===== src/rtl/wtm_mac.sv =====
// wtm_mac: multiply-accumulate stage behind a 5x5 Wallace tree multiplier.
// Operand pairs arrive over a valid/ready handshake and are registered once.
// N_TERMS products are summed into an ACC_W-bit accumulator, and the sum is
// then offered on a second valid/ready handshake. The file also contains the
// wtm multiplier itself, so the block is self-contained.

module wtm (
  input  logic [4:0] a,
  input  logic [4:0] b,
  output logic [9:0] out,
  output logic       cout
);

  // Carry-save sum bit of three rows.
  function automatic logic [10:0] csa_sum(input logic [10:0] x, input logic [10:0] y,
                                          input logic [10:0] z);
    csa_sum = x ^ y ^ z;
  endfunction

  // Carry-save carry bits of three rows, moved up to the next weight.
  function automatic logic [10:0] csa_carry(input logic [10:0] x, input logic [10:0] y,
                                            input logic [10:0] z);
    csa_carry = ((x & y) | (x & z) | (y & z)) << 1;
  endfunction

  logic [10:0] pp_s [5];
  logic [10:0] s1_s, c1_s, s2_s, c2_s, s3_s, c3_s;
  logic [10:0] final_s;

  // Partial products, then three carry-save layers and one carry-propagate add.
  always_comb begin
    for (int i = 0; i < 5; i++) begin
      if (b[i]) begin
        pp_s[i] = {6'b000000, a} << i;
      end else begin
        pp_s[i] = 11'd0;
      end
    end
    s1_s    = csa_sum(pp_s[0], pp_s[1], pp_s[2]);
    c1_s    = csa_carry(pp_s[0], pp_s[1], pp_s[2]);
    s2_s    = csa_sum(s1_s, c1_s, pp_s[3]);
    c2_s    = csa_carry(s1_s, c1_s, pp_s[3]);
    s3_s    = csa_sum(s2_s, c2_s, pp_s[4]);
    c3_s    = csa_carry(s2_s, c2_s, pp_s[4]);
    final_s = s3_s + c3_s;
  end

  assign out  = final_s[9:0];
  assign cout = final_s[10];

endmodule

module wtm_mac #(
  parameter int N_TERMS = 4,
  parameter int ACC_W   = 16
) (
  input  logic             clk,
  input  logic             rst_n,
  input  logic             in_valid,
  output logic             in_ready,
  input  logic [4:0]       in_a,
  input  logic [4:0]       in_b,
  output logic             out_valid,
  input  logic             out_ready,
  output logic [ACC_W-1:0] out_sum,
  output logic             out_ovf
);

  typedef enum logic [0:0] {
    ST_ACC  = 1'b0,
    ST_DONE = 1'b1
  } state_t;

  localparam logic [7:0] N_TERMS_C = 8'(N_TERMS);
  localparam logic [7:0] N_LAST_C  = 8'(N_TERMS - 1);

  state_t           state_r;
  logic [4:0]       a_r;
  logic [4:0]       b_r;
  logic             v_r;
  logic [7:0]       cnt_in_r;
  logic [7:0]       cnt_acc_r;
  logic [ACC_W-1:0] acc_r;
  logic             ovf_r;

  logic [9:0]       prod_lo_s;
  logic             prod_hi_s;
  logic [10:0]      prod_s;
  logic [ACC_W:0]   acc_sum_s;
  logic             hs_in_s;

  wtm u_wtm (
    .a    (a_r),
    .b    (b_r),
    .out  (prod_lo_s),
    .cout (prod_hi_s)
  );

  assign prod_s    = {prod_hi_s, prod_lo_s};
  // One extra bit on the adder captures the carry out of the accumulator MSB.
  assign acc_sum_s = {1'b0, acc_r} + (ACC_W + 1)'(prod_s);

  // Ready depends only on registered state (and reset), never on in_valid.
  assign in_ready  = rst_n && (state_r == ST_ACC) && (cnt_in_r < N_TERMS_C);
  assign hs_in_s   = in_valid && in_ready;

  assign out_valid = (state_r == ST_DONE);
  assign out_sum   = acc_r;
  assign out_ovf   = ovf_r;

  // Operand register, accumulator, counters and the ACC/DONE state machine.
  always_ff @(posedge clk or negedge rst_n) begin
    if (!rst_n) begin
      state_r   <= ST_ACC;
      a_r       <= 5'd0;
      b_r       <= 5'd0;
      v_r       <= 1'b0;
      cnt_in_r  <= 8'd0;
      cnt_acc_r <= 8'd0;
      acc_r     <= '0;
      ovf_r     <= 1'b0;
    end else begin
      if (hs_in_s) begin
        a_r      <= in_a;
        b_r      <= in_b;
        v_r      <= 1'b1;
        cnt_in_r <= cnt_in_r + 8'd1;
      end else begin
        v_r      <= 1'b0;
      end
      case (state_r)
        ST_ACC: begin
          if (v_r) begin
            acc_r     <= acc_sum_s[ACC_W-1:0];
            ovf_r     <= ovf_r | acc_sum_s[ACC_W];
            cnt_acc_r <= cnt_acc_r + 8'd1;
            if (cnt_acc_r == N_LAST_C) begin
              state_r <= ST_DONE;
            end else begin
              state_r <= ST_ACC;
            end
          end else begin
            state_r <= ST_ACC;
          end
        end
        ST_DONE: begin
          // in_ready is low here, so no accept can collide with this clear.
          if (out_ready) begin
            acc_r     <= '0;
            ovf_r     <= 1'b0;
            cnt_in_r  <= 8'd0;
            cnt_acc_r <= 8'd0;
            state_r   <= ST_ACC;
          end else begin
            state_r   <= ST_DONE;
          end
        end
        default: begin
          acc_r     <= '0;
          ovf_r     <= 1'b0;
          cnt_in_r  <= 8'd0;
          cnt_acc_r <= 8'd0;
          state_r   <= ST_ACC;
        end
      endcase
    end
  end

endmodule

===== config.mk =====
export PLATFORM = sky130hd
export DESIGN_NAME = wtm_mac
export DESIGN_NICKNAME = d
export VERILOG_FILES = /design/src/rtl/wtm_mac.sv
export SDC_FILE = /design/constraint.sdc
export NUM_CORES = 1
export LEC_CHECK = 0
export BUFFER_PORTS_ARGS = -buffer_cell sky130_fd_sc_hd__buf_2
export CAP_MARGIN = 20
export CORE_UTILIZATION = 53
export CTS_CLUSTER_SIZE = 8
export DETAILED_ROUTE_END_ITERATION = 8
export PLACE_DENSITY = 0.76
export SLEW_MARGIN = 20
export SYNTH_ARGS = -nofsm -noshare
export SYNTH_HDL_FRONTEND = slang
export SYNTH_SLANG_ARGS = --single-unit

===== constraint.sdc =====
create_clock -name clk -period 4.6 [get_ports clk]
set_input_delay 0.23 -clock clk [delete_from_list [all_inputs] [get_ports clk]]
set_output_delay 0.23 -clock clk [all_outputs]
set_load 0.01 [all_outputs]

Yosys cells after proc, flatten, opt, wreduce, memory -nomap -nowiden
Cells that the tools add are included.
{"block": "op_classes", "n_addsub": 4, "order_cmp": 1, "eq_ne": 3, "mux": 22, "bitwise_logic": 23, "n_reduce_logical": 4}
{"operator": "$and 10x10->10", "count": 7}
{"operator": "$or 10x10->10", "count": 6}
{"operator": "$mux 8", "count": 6}
{"operator": "$xor 11x11->11", "count": 4}
{"operator": "$mux 16", "count": 2}
{"operator": "$pmux 16 s2", "count": 1}
{"operator": "$and 10x9->10", "count": 2}
{"operator": "$add 16x11->17", "count": 1}
{"operator": "$add 8x1->8 const B", "count": 2}
{"operator": "$pmux 8 s2", "count": 1}
{"operator": "$add 11x11->11", "count": 1}
{"operator": "$xor 11x7->11", "count": 1}
{"operator": "$xor 11x8->11", "count": 1}
{"operator": "$mux 9", "count": 1}
{"operator": "$eq 8x2->1 const B", "count": 1}
{"operator": "$lt 8x3->1 const B", "count": 1}
{"operator": "$mux 7", "count": 1}
{"operator": "$mux 1", "count": 6}
{"operator": "$mux 6", "count": 1}
{"operator": "$mux 5", "count": 1}
{"operator": "$ne 2x2->1 const B", "count": 2}
{"operator": "$pmux 1 s2", "count": 2}
{"operator": "$logic_and 1x1->1", "count": 3}
{"operator": "$reduce_and 2->1", "count": 1}
{"operator": "2 further kinds", "count": 2}
{"block": "word_totals", "ff_bits": 45, "in_bits": 14, "output_inout_bits": 19, "word_cells": 65}

Logic depth before layout (Yosys ltp)
Gate-level depths: netlist of the first run.
{"block": "depth", "ltp_word": 15, "mapped_depth": 19, "mapped_depth_nobuf": 19}

Modules after synthesis
Synthesis of the first run repeated with hierarchy kept, for this count alone.
{"block": "unflattened", "cells_unflattened": 303, "hier_area_um2": 2910.3}
{"module": "wtm_mac", "instances": 1, "cells_each": 229, "area_each_um2": 2289.7, "seq_area_each_um2": 1126.1}
{"module": "wtm", "instances": 1, "cells_each": 74, "area_each_um2": 620.6, "seq_area_each_um2": 0.0}

Least setup slack after synthesis of the first run
OpenSTA, ideal clock, no wires.
{"block": "synth_path", "kind": "flip-flop to flip-flop", "start": "register b_r[0]", "end": "register acc_r[15], in the netlist out_sum[15]", "setup_ns": 0.079, "arrival_ns": 4.292, "required_ns": 4.521, "path_slack_ns": 0.229, "stages_incl_launch_ff": 17, "path_buffers": 0, "period_less_slack_ns": 4.371, "cell_sequence": "dfrtp_1 > nand2_1 > fa_1 > fa_1 > fa_1 > inv_1 > ha_1 > fa_1 > a21o_1 > a21oi_1 > xnor2_1 > ha_1 > and4b_1 > and3_1 > o2111ai_1 > a21oi_1 > mux2i_1"}
{"block": "synth_via", "elab_chain_len": 14, "word_cells_on_any_way": 25, "classes_between": "2 x add/sub; 3 x mux; 20 x bitwise"}
{"element": "start, declared", "line_no": "79", "rtl": "logic [4:0] b_r;"}
{"element": "start signal, assigned", "line_no": "125", "rtl": "b_r <= in_b;"}
{"element": "$mux 5 (*)", "line_no": "33", "rtl": "if (b[i]) begin"}
{"element": "$and 10x10->10", "line_no": "23", "rtl": "csa_carry = ((x & y) | (x & z) | (y & z)) << 1;"}
{"element": "$or 10x10->10 (2 in series)", "line_no": "23"}
{"element": "$and 10x10->10", "line_no": "23"}
{"element": "$or 10x10->10 (2 in series)", "line_no": "23"}
{"element": "$and 10x10->10", "line_no": "23"}
{"element": "$or 10x10->10 (2 in series)", "line_no": "23"}
{"element": "$add 11x11->11 (*)", "line_no": "45", "rtl": "final_s = s3_s + c3_s;"}
{"element": "$add 16x11->17 (*)", "line_no": "101", "rtl": "assign acc_sum_s = {1'b0, acc_r} + (ACC_W + 1)'(prod_s);"}
{"element": "$mux 16 (*)", "line_no": "133", "rtl": "if (v_r) begin"}
{"element": "$pmux 16 s2 (*)", "line_no": "131", "rtl": "case (state_r)"}
{"element": "end signal, assigned", "line_no": "134", "rtl": "acc_r <= acc_sum_s[ACC_W-1:0];"}
{"element": "end, declared", "line_no": "83", "rtl": "logic [ACC_W-1:0] acc_r;"}
Mark *: on every way between the ends. The rest lies on a longest branch, timed or not. The select of a mux whose other input is x is not followed.
A chain may end at the register's enable or synchronous reset.

Final worst setup path of the first run
{"block": "layout_path", "start": "register b_r[1]", "end": "register acc_r[15], in the netlist out_sum[15]"}
{"block": "layout_via", "elab_chain_len": 14, "word_cells_on_any_way": 25, "classes_between": "2 x add/sub; 3 x mux; 20 x bitwise"}
{"element": "$mux 6 (*)", "line_no": "33"}
{"element": "$and 10x10->10", "line_no": "23"}
{"element": "$or 10x10->10 (2 in series)", "line_no": "23"}
{"element": "$and 10x10->10", "line_no": "23"}
{"element": "$or 10x10->10 (2 in series)", "line_no": "23"}
{"element": "$and 10x10->10", "line_no": "23"}
{"element": "$or 10x10->10 (2 in series)", "line_no": "23"}
{"element": "$add 11x11->11 (*)", "line_no": "45"}
{"element": "$add 16x11->17 (*)", "line_no": "101"}
{"element": "$mux 16 (*)", "line_no": "133"}
{"element": "$pmux 16 s2 (*)", "line_no": "131"}
Marks and branches as above.

==> results of run 1 <==
[flip-flops by register name, summed over array words and instances (netlist names)]
name / count
out_ovf: 1
v_r: 1
cnt_acc_r: 8
cnt_in_r: 8
a_r: 5
out_valid: 1
b_r: 5
out_sum: 16
[timing repair]
item | in CTS | in global routing
gates cloned | 0 | 0
hold buffers | 0 | 0
gates resized for setup | 0 | 12
pin swaps | 1 | 6
buffers inserted | 3 | 2
endpoints found under the setup margin | 1 | 8
[logic make-up (layout without fill, tap and decap cells)]
kind of cell	count (synthesis)	in the layout	synth area share, %
AO/OA/AOI/OAI	52	52	11.8
XOR/XNOR	10	10	2.94
adder cells (fa/ha/maj)	36	36	18.4
buffers and inverters	23	64	3.78
flip-flops	45	45	37.8
multiplexers	15	15	6.22
AND/OR/NAND/NOR	112	112	19.0
[critical path, stage by stage, from the launching register on]
cell and delay [ns]:
dfrtp_1 0.43, and2_1 0.18, ha_1 0.28, inv_1 0.05, fa_1 0.51, fa_1 0.55, inv_1 0.07, ha_1 0.27
a21o_1 0.16, a21oi_2 0.17, nor2b_1 0.06, o21ai_0 0.14, nand2b_1 0.17, ha_4 0.33, and4b_1 0.22, and3_4 0.21
o2111ai_4 0.14, a21oi_2 0.17, mux2i_1 0.20
[metal layers]
layer	vias up	GRT usage, %
met3	9	5.24
met2	54	33.4
li1	1105	-
met5	-	0
met1	1089	30.5
met4	0	5.00
[layout make-up]
class | count | area, um^2 | share of cell area [%]
inverter | 14 | 52.6 | 1.54
timing repair buffer | 43 | 243 | 7.10
tap | 70 | 87.6 | 2.56
sequential | 45 | 1130 | 33.0
clock inverter | 2 | 38.8 | 1.14
clock buffer | 5 | 68.8 | 2.01
multi-input combinational | 225 | 1800 | 52.7
[how the worst min path moves through the flow]
stage,start,endpoint,slack (ns)
2_1_floorplan,rst_n,a_r[0]$_DFFE_PN0P_,-0.07
3_3_place_gp,rst_n,out_ovf$_DFFE_PN0P_,0.34
3_5_place_dp,rst_n,out_ovf$_DFFE_PN0P_,0.34
4_1_cts,rst_n,out_ovf$_DFFE_PN0P_,0.01
5_1_grt,rst_n,out_ovf$_DFFE_PN0P_,0.05
6_report,rst_n,out_sum[15]$_DFFE_PN0P_,-0.007
[stage by stage]
| stage | setup WS [ns] | cells | hold WS, ns |
|---|---|---|---|
| 2_1_floorplan | 0.229 | 293 | -0.0656 |
| 3_3_place_gp | 0.128 | 392 | 0.343 |
| 3_5_place_dp | -0.0456 | 392 | 0.344 |
| 4_1_cts | 0.00334 | 402 | 0.0131 |
| 5_1_grt | -0.00316 | 404 | 0.0534 |
| 6_report | 0.212 | 404 | -0.00654 |
[cell usage in the layout (no fill, tap or decap), drive strengths merged, types with 3 or more instances in the layout]
| cell | instances |
|---|---|
| mux2i | 5 |
| and3 | 4 |
| nand2b | 4 |
| xor2 | 7 |
| nor2 | 15 |
| nor2b | 3 |
| nand2 | 37 |
| a21oi | 11 |
| clkbuf | 5 |
| a21o | 7 |
| xnor2 | 3 |
| o211ai | 3 |
| o21ai | 14 |
| nand4 | 9 |
| nand3 | 12 |
| buf | 43 |
| ha | 23 |
| and2 | 22 |
| dfrtp | 45 |
| a22o | 3 |
| inv | 15 |
| a211o | 4 |
| fa | 13 |
| mux2 | 10 |
==> impl_metrics.yaml, run 1 <==
grt:
  overflow: 0
  grt_pass1_wl_um: 10200
  antenna_found_initial: 0
  grt_max_degree: 47
  grtUsageTotal_pct: 21.6
  grt_pass1_vias: 2202
worst_setup_path:
  ff2ff_setup_slack_ns: 0.21
  required_ns: 4.83
  r2r_start: "b_r[1]$_DFFE_PN0P_"
  endpoint: "out_sum[15]$_DFFE_PN0P_"
  endpoint_kind: "flop"
  path_class: "flop to flop"
  worst_r2r_path_depth: 18
  r2r_end: "out_sum[15]$_DFFE_PN0P_"
  crit_start: "b_r[1]$_DFFE_PN0P_"
  worstSetupStartpointType: "flop"
  cp_max_fo: 6
  arrival_ns: 4.62
clock_network:
  h-tree-depth: 2
  cts_buffer_depth: 2
  cts_tree: "yes"
  path_clk_slew_ns: 0.09
  cts_root_buf: "clkbuf_8"
  clk_latency_ns: 0.30
  cts_sinks: 45
  cts_buffers: 5
drt:
  via_per_inst: 5.59
  drt_iter0_markers: 86
  route.top_layer_used: "met4"
  wl_met3_um: 252
  routedLengthMet1_um: 2940
  wirelength_um: 6030
  firstDrtPassIters: 4
  wl_per_cell_um: 14.9
  final_antenna_net_count: 0
  route.met2.wl_um: 2750
  post-route-drc-count: 0
  num_vias: 2257
sta:
  finalCriticalPeriod_ns: 4.39
  fin_tns_setup_ns: 0
  finalHoldViolations: 8
  period_share_pct: 95.4
  skew_ns: 0.00639
  max_freq_mhz: 228
  hold_slack_ns: -0.00654
  setup_violations: 0
  maxSlewViolCount: 0
  worst_pin_slew_ns: 0.996
  slew_headroom_pct: 33.3
finish:
  diodes: 0
  postLayoutCoreUtil_pct: 64.8
  syn2layout_area_growth_pct: 14.8
  design_area_um2: 3420
  drive_gt1_share_pct: 22.2
  nets: 384
  fillCellCount: 432
floorplanning:
  start_util_pct: 56.5
  die_h_um: 76.9
  io_pins: 33
  core_um2: 5270
  dieArea_um2: 5920
  rows: 26
  die_w_um: 76.9
yosys:
  synthDistinctLibCells: 40
  synth_edf_count: 0
  ys_ff_latch: 45
  avgSynthCellArea_um2: 10.2
  synth_common_cells: "45 x dfrtp_1, 37 x nand2_1, 23 x ha_1"
  synth-async-reset-ratio_pct: 100
  synthesis.nets: 343
  synth_most_common_cell: "dfrtp_1"
  synthCells: 293
  yosysWarningCount: 0
  synth_top_cell_by_area: "dfrtp_1"
  synth_area_leaders: "dfrtp_1 38%, ha_1 9.7%, fa_1 8.7%"
  synthFlopType: "dfrtp_1"
  ys_seq_area_share_pct: 37.8
  synth_area_um2: 2980
  synth_top_area_share_pct: 37.8
run_status:
  failed_checks: "hold timing"
  outcome: "finished with violations"
placement:
  gp_congestion: 0.884
  dp_hpwl_um: 4300
  port_buffers: 32
  placed_area_um2: 3210
worst_hold_path:
  min_path_type: "input port to async pin"
run:
  cap_violations: 0
Power of run 1 is left out: the tool's default activity adds up to more than one toggle a clock period on the data nets, which glitch-free logic cannot reach.
==> run 2: changes to the inputs <==
--- a/config.mk
+++ b/config.mk
@@ -7,10 +7,10 @@
 export LEC_CHECK = 0
 export BUFFER_PORTS_ARGS = -buffer_cell sky130_fd_sc_hd__buf_2
 export CAP_MARGIN = 20
-export CORE_UTILIZATION = 53
+export CORE_UTILIZATION = 59
 export CTS_CLUSTER_SIZE = 8
 export DETAILED_ROUTE_END_ITERATION = 8
-export PLACE_DENSITY = 0.76
+export PLACE_DENSITY = 0.8
 export SLEW_MARGIN = 20
 export SYNTH_ARGS = -nofsm -noshare
 export SYNTH_HDL_FRONTEND = slang
==> constraint.sdc (replaced) <==
create_clock -name clk -period 4.8 [get_ports clk]
set_input_delay 0.24 -clock clk [delete_from_list [all_inputs] [get_ports clk]]
set_output_delay 0.24 -clock clk [all_outputs]
set_load 0.01 [all_outputs]
==> run 2 against run 1 <==
The flow still finishes with violations (hold timing). Final cell count shrank 2.0%. Sequential share of layout area grew 1.1 points. Register-to-register slack gained 0.03 ns. Fmax shrank 3.7%. Utilization grew 4.3 points. Routed wire length shrank 1.9%. Final area shrank 3.2%. Critical path type unchanged.
==> impl_metrics.yaml, run 2 (synthesis gave the netlist of run 1 again) <==
sta:
  skew_ns: 0.00750
  setup_violations: 0
  finalHoldViolations: 8
  finalCriticalPeriod_ns: 4.56
  worst_pin_slew_ns: 0.901
  period_share_pct: 94.9
  max_freq_mhz: 219
  slew_headroom_pct: 39.7
  hold_slack_ns: -0.00944
  rsz0062_at_grt: "false"
  maxSlewViolCount: 0
  fin_tns_setup_ns: 0
run_status:
  outcome: "finished with violations"
  failed_checks: "hold timing"
worst_setup_path:
  ff2ff_setup_slack_ns: 0.24
  cp_slowest_cell: "fa_1"
  worst_r2r_path_depth: 16
  r2r_end: "out_sum[15]$_DFFE_PN0P_"
  cp_top_family: "adder cells"
  arrival_ns: 4.79
  worstSetupStartpointType: "flop"
  path_class: "flop to flop"
  endpoint_kind: "flop"
  r2r_start: "b_r[0]$_DFFE_PN0P_"
  cp_cell_sequence: "nand2_1 -> fa_1 -> fa_1 -> fa_1 -> inv_1 -> ha_1 -> fa_1 -> a21o_1 -> a21oi_1 -> xnor2_1 -> ha_2 -> and4b_1 -> and3_1 -> o2111ai_2 -> a21oi_2 -> mux2i_1"
  crit_path_frequent_cell: "fa_1"
  required_ns: 5.03
  cp_max_fo: 6
  cp_slowest_stage_delay_ns: 0.54
  crit_buf_inv: 1
drt:
  post-route-drc-count: 0
  firstDrtPassIters: 4
  drt_iter0_markers: 146
  wl_per_cell_um: 14.9
  via_per_inst: 5.66
  num_vias: 2240
  final_antenna_net_count: 0
  wirelength_um: 5920
clock_network:
  hold_buffers: 0
  path_clk_slew_ns: 0.09
  cts_tree: "yes"
  cts_root_buf: "clkbuf_8"
  h-tree-depth: 2
  cts_buffer_depth: 2
  cts_buffers: 5
  clk_latency_ns: 0.30
  cts_sinks: 45
floorplanning:
  die_h_um: 73.0
  die_w_um: 73.0
  io_pins: 33
  core_um2: 4790
  dieArea_um2: 5330
  rows: 25
  start_util_pct: 62.2
worst_hold_path:
  min_path_type: "input port to async pin"
finish:
  drive_gt1_share_pct: 19.5
  layout_common_cells: "43 x dfrtp_1, 37 x nand2_1, 32 x buf_2, 22 x ha_1, 21 x and2_1"
  syn2layout_area_growth_pct: 11.1
  nets: 378
  diodes: 0
  largest_reg_flops: 16
  layout_commonest_cell: "dfrtp_1"
  fillCellCount: 398
grt:
  grt_pass1_vias: 2153
  grt_max_degree: 47
  overflow: 0
  grtUsageTotal_pct: 24.7
  grt_pass1_wl_um: 9960
  antenna_found_initial: 0
run:
  cap_violations: 0
placement:
  gp_congestion: 0.872
  dp_hpwl_um: 4410
  port_buffers: 32
## run 2: how the worst max path moves through the flow
stage | to | cells past startpoint | slack (ns) | from
after floorplan | out_sum[15]$_DFFE_PN0P_ | 16 | 0.43 | b_r[0]$_DFFE_PN0P_
after global placement | out_sum[15]$_DFFE_PN0P_ | 16 | 0.27 | b_r[0]$_DFFE_PN0P_
after detailed placement | out_sum[15]$_DFFE_PN0P_ | 16 | 0.14 | b_r[0]$_DFFE_PN0P_
after CTS | out_sum[15]$_DFFE_PN0P_ | 16 | 0.11 | b_r[0]$_DFFE_PN0P_
after global routing | out_sum[15]$_DFFE_PN0P_ | 16 | 0.04 | b_r[0]$_DFFE_PN0P_
final | out_sum[15]$_DFFE_PN0P_ | 16 | 0.24 | b_r[0]$_DFFE_PN0P_
## run 2: per-layer routing
metal	track usage [%]	part of all wire, %	vias up
li1	-	-	1097
met1	32.5	47	1081
met2	40.7	47	54
met3	5.39	4.3	8
met4	7.63	1.4	0
met5	0	0	-
## run 2: final cells by class
class                   instances  area (um^2)  share of cell area, %
clock buffers                   5         68.8                   2.08
flip-flops and latches         45         1130                   34.1
inverters                      14         52.6                   1.59
well taps                      67         83.8                   2.53
repair buffers                 37          198                   5.98
clock inverters                 3         17.5                  0.530
multi-input cells             225         1760                   53.2
## run 2: through the flow
stage	cells	hold WS (ns)	utilization, %	setup slack, ns	cell area (um^2)
global route	396	0.0570	69.1	0.0384	3310
finish	396	-0.00944	69.1	0.243	3310
global placement	385	0.348	66.4	0.269	3180
detailed placement	385	0.355	66.4	0.140	3180
CTS	393	0.0341	68.2	0.107	3260
floorplan	293	-0.0556	-	0.429	2980
## run 2: what timing repair did
action / 4_1_cts / 5_1_grt
setup buffers: 0 / 3
endpoints found under the hold margin: 0 / 0
resized for setup: 0 / 6
setup endpoints to repair: 0 / 1
Power of run 2 is left out for the same reason.
